**config.mk**
```make
export PLATFORM = sky130hd
export DESIGN_NAME = id_ex_pipe
export DESIGN_NICKNAME = d
export VERILOG_FILES = /design/src/rtl/id_ex_pipe.sv
export SDC_FILE = /design/constraint.sdc
export NUM_CORES = 1
export LEC_CHECK = 0
export BUFFER_PORTS_ARGS = -buffer_cell sky130_fd_sc_hd__buf_2
export CORE_MARGIN = 2
export CORE_UTILIZATION = 49
export DETAILED_ROUTE_END_ITERATION = 8
export GPL_TIMING_DRIVEN = 0
export PLACE_DENSITY = 0.76
export SKIP_CTS_REPAIR_TIMING = 1
export SLEW_MARGIN = 5
export SYNTH_ARGS = -nofsm -noshare
export SYNTH_HDL_FRONTEND = slang
export SYNTH_SLANG_ARGS = --single-unit
```
**constraint.sdc**
```tcl
create_clock -name clk -period 1.9 [get_ports clk]
set_input_delay 0.285 -clock clk [delete_from_list [all_inputs] [get_ports clk]]
set_output_delay 0.285 -clock clk [all_outputs]
set_load 0.05 [all_outputs]
```
**src/rtl/id_ex_pipe.sv**
```systemverilog
// ID/EX pipeline stage: valid/ready handshake, one-entry skid buffer, flush, and bubble masking.
// Optional stall/flush counters are enabled by defining ID_EX_PERF_EN.
module id_ex_pipe #(
    parameter int unsigned DW   = 32,
    parameter int unsigned AW   = 5,
    parameter int unsigned WB_W = 2,
    parameter int unsigned M_W  = 3,
    parameter int unsigned EX_W = 4
) (
    input  logic            clk,
    input  logic            rst_n,
    input  logic            flush,
    input  logic            in_valid,
    output logic            in_ready,
    input  logic [WB_W-1:0] in_wb,
    input  logic [M_W-1:0]  in_m,
    input  logic [EX_W-1:0] in_ex,
    input  logic [DW-1:0]   in_pc,
    input  logic [DW-1:0]   in_rd1,
    input  logic [DW-1:0]   in_rd2,
    input  logic [DW-1:0]   in_se,
    input  logic [AW-1:0]   in_rs,
    input  logic [AW-1:0]   in_rt,
    output logic            out_valid,
    input  logic            out_ready,
`ifdef ID_EX_PERF_EN
    output logic [15:0]     stall_cnt,
    output logic [15:0]     flush_cnt,
`endif
    output logic [WB_W-1:0] out_wb,
    output logic [M_W-1:0]  out_m,
    output logic [EX_W-1:0] out_ex,
    output logic [DW-1:0]   out_pc,
    output logic [DW-1:0]   out_rd1,
    output logic [DW-1:0]   out_rd2,
    output logic [DW-1:0]   out_se,
    output logic [AW-1:0]   out_rs,
    output logic [AW-1:0]   out_rt
);

    localparam int unsigned PW = WB_W + M_W + EX_W + 4 * DW + 2 * AW;

    typedef enum logic [1:0] {StEmpty, StFull, StSkid} state_e;

    state_e          state_q, state_d;
    logic [PW-1:0]   main_q, main_d;
    logic [PW-1:0]   skid_q, skid_d;
    logic [PW-1:0]   in_payload;
    logic            accept, consume;
    logic [WB_W-1:0] wb_raw;
    logic [M_W-1:0]  m_raw;
    logic [EX_W-1:0] ex_raw;

    assign in_payload = {in_wb, in_m, in_ex, in_pc, in_rd1, in_rd2, in_se, in_rs, in_rt};
    assign out_valid  = (state_q != StEmpty);
    assign accept     = in_valid & in_ready;
    assign consume    = out_valid & out_ready;

    always_comb begin
        state_d = state_q;
        main_d  = main_q;
        skid_d  = skid_q;
        case (state_q)
            StEmpty: begin
                if (accept) begin
                    state_d = StFull;
                    main_d  = in_payload;
                end
            end
            StFull: begin
                if (accept && consume) begin
                    main_d = in_payload;
                end else if (accept) begin
                    state_d = StSkid;
                    skid_d  = in_payload;
                end else if (consume) begin
                    state_d = StEmpty;
                end
            end
            StSkid: begin
                if (consume) begin
                    state_d = StFull;
                    main_d  = skid_q;
                end
            end
            default: state_d = StEmpty;
        endcase
        // Payload may still load on flush; it is invisible because the state goes empty.
        if (flush) begin
            state_d = StEmpty;
        end
    end

    always_ff @(posedge clk or negedge rst_n) begin
        if (!rst_n) begin
            state_q  <= StEmpty;
            in_ready <= 1'b1;
            main_q   <= '0;
            skid_q   <= '0;
        end else begin
            state_q  <= state_d;
            in_ready <= (state_d != StSkid);
            main_q   <= main_d;
            skid_q   <= skid_d;
        end
    end

    assign {wb_raw, m_raw, ex_raw, out_pc, out_rd1, out_rd2, out_se, out_rs, out_rt} = main_q;

    // Bubbles carry zero control so execute needs no NOP decode.
    assign out_wb = wb_raw & {WB_W{out_valid}};
    assign out_m  = m_raw & {M_W{out_valid}};
    assign out_ex = ex_raw & {EX_W{out_valid}};

`ifdef ID_EX_PERF_EN
    always_ff @(posedge clk or negedge rst_n) begin
        if (!rst_n) begin
            stall_cnt <= '0;
            flush_cnt <= '0;
        end else begin
            if (out_valid && !out_ready && stall_cnt != 16'hFFFF) begin
                stall_cnt <= stall_cnt + 16'd1;
            end
            if (flush && state_q != StEmpty && flush_cnt != 16'hFFFF) begin
                flush_cnt <= flush_cnt + 16'd1;
            end
        end
    end
`endif

endmodule

```
==> results.tsv <==
metric	value	unit
final.setup.worst_slack	-0.05528	ns
clockBufferDepth	3	
relSlewSlack	57.53	%
setup_viol	135	
clk_latency	0.49	ns
asyncSetResetFlopFracSynth	100.0	%
hold_viol_final	0	
hpwl	22840	um
slew_violations	0	
ioPinCount	301	
p_leak	0.008186	uW
antenna_found_initial	9	
postSynthAreaPerCell	13.93	um^2
dp_cells	1662	
viasPerCell	5.420	
fin_crit	1.955	ns
routed-via-count	9414	
cts_sinks	297	
drt_first_pass_iters	5	
max_stage_delay	0.64	ns
synth_cells	982	
grt_max_degree	117	
startpoint_type	flop	
criticalPathCategory	reg -> reg	
fillers	2145	
htreeDepth	2	
die-height	171.1	um
synth_seq_cells	297	
synth_fp_nets	1134	
clk_root_buffer_cell	clkbuf_16	
tritoncts	yes	
port_buffers	300	
worstPathCellList	nand3b_4 > or3b_4 > buf_12 > buf_6 > mux2_4	
core	27630	um^2
required	2.27	ns
seq_area_frac_synth	54.34	%
synth_top_area_cell	dfrtp_1	
grt_use_total	22.09	%
status	complete, but fails checks	
final.setup.tns	-4.243	ns
dieArea	29270	um^2
finClkSkew	0.01214	ns
gp_congestion	0.7909	
crit_buf_inv	2	
tightestPinTransition	0.6370	ns
area_delta_synth_final	26.00	%
synthFlopType	dfrtp_1	
violations	setup timing	
synthTopCellsByArea	dfrtp_1 (54%), mux2_4 (11%), o32a_1 (11%)	
rows	61	
final_net_count	1482	
cts_buffers	35	
grt_first_pass_wirelength	51510	um
synth_warnings	0	
cp-end-kind	flop	
initial_core_util	49.51	%
clkTransAtPathRegs	0.06	ns
stdcell_count	1737	
period_share	102.9	%
grt_overflow_total	0	
crit_slowest_cell	dfstp_4	
routedWlPerCell	19.35	um
drt_iter0_drc	496	
synth_edf_count	0	
rsz0062_at_grt	true	
utilization	62.39	%
layout-drive-gt1-share	53.48	%
layout_common_cells	buf_2 (322), dfrtp_1 (295), o32a_1 (147), o21a_1 (147), buf_4 (142)	
synthesis.area	13680	um^2
max_freq	511.4	MHz
routed_wl	33620	um
synthDistinctLibCells	26	
maxCapViolCount	0	
r2r_slack	-0.06	ns
ant_nets	0	
grt_pass1_vias	9727	
hp-class	in -> reg	
worst_path_dominant_cell_family	flip-flops	
path_max_fanout	10	
pre_cts_slack	-0.5325	ns
synth_top_area_share	54.15	%
worstPathArrival	2.32	ns
final_common_cell	buf_2	
die_w	171.1	um
power.density	1227	nW/um^2
drc	0	
ir_drop	0.6919	mV
==> per-stage QoR <==
stage	power [uW]	hold WS, ns	instance area (um^2)
5_1_grt	22070	0.01635	17230
4_1_cts	21170	-0.2039	16920
6_report	21150	0.01976	17240
2_1_floorplan	13040	-0.01059	13740
3_3_place_gp	14260	0.4684	15710
3_5_place_dp	14450	0.3260	15780
==> flip-flops by register name, indices dropped and copies added (netlist names) <==
signal    flops
main_q      147
skid_q      147
in_ready      1
state_q       2
==> final timing paths <==
check	startpoint	end	cells past startpoint
setup / recovery	in_ready	skid_q[70]	5
hold / removal	in_pc[25]	skid_q[131]	2
setup reg to reg	in_ready	skid_q[70]	5
hold reg to reg	main_q[140]	main_q[140]	1
max in group asynchronous	rst_n	main_q[57]	3
min in group asynchronous	rst_n	main_q[133]	2
==> layout make-up <==
| type | count | area, um^2 | area share (%) |
|---|---|---|---|
| flip-flops and latches | 297 | 7438 | 43.15 |
| multi-input cells | 464 | 4878 | 28.30 |
| repair buffers | 311 | 1692 | 9.814 |
| plain buffers | 218 | 1585 | 9.197 |
| clock buffers | 47 | 1003 | 5.822 |
| well taps | 378 | 473.0 | 2.744 |
| clock inverters | 12 | 137.6 | 0.7985 |
| diodes | 7 | 17.52 | 0.1016 |
| inverters | 3 | 11.26 | 0.06533 |
==> cell usage after synthesis (3+ instances only) <==
cell type and n:
buf_2 14, buf_4 138, mux2_1 30, mux2_4 100
buf_6 15, inv_1 3, o21a_1 147, clkbuf_1 49
dfrtp_1 296, o32a_1 147, nor2b_1 10, buf_1 3
mux2_2 17
==> metal layers <==
metal | wire (um) | vias up | GRT usage [%]
li1 | - | 4255 | -
met1 | 14780 | 4820 | 29.50
met2 | 15850 | 276 | 36.10
met3 | 2259 | 57 | 5.575
met4 | 690 | 6 | 5.674
met5 | 37 | - | 0
==> power breakdown <==
part	internal (uW)	switching [uW]	total [uW]
Clock	4100	2550	6640
Combinational	2780	3160	5940
Sequential	7740	831	8570
Total	14600	6540	21200
==> kinds of logic (layout without fill, tap and decap cells) <==
kind of cell,after synthesis,count (layout),share of synthesized area [%]
AO/OA/AOI/OAI,298,298,19.02
flip-flops,297,297,54.34
buffers and inverters,222,591,10.83
multiplexers,147,147,14.84
AND/OR/NAND/NOR,18,19,0.9696
other,0,7,0
(Power assumes the default switching activity.)
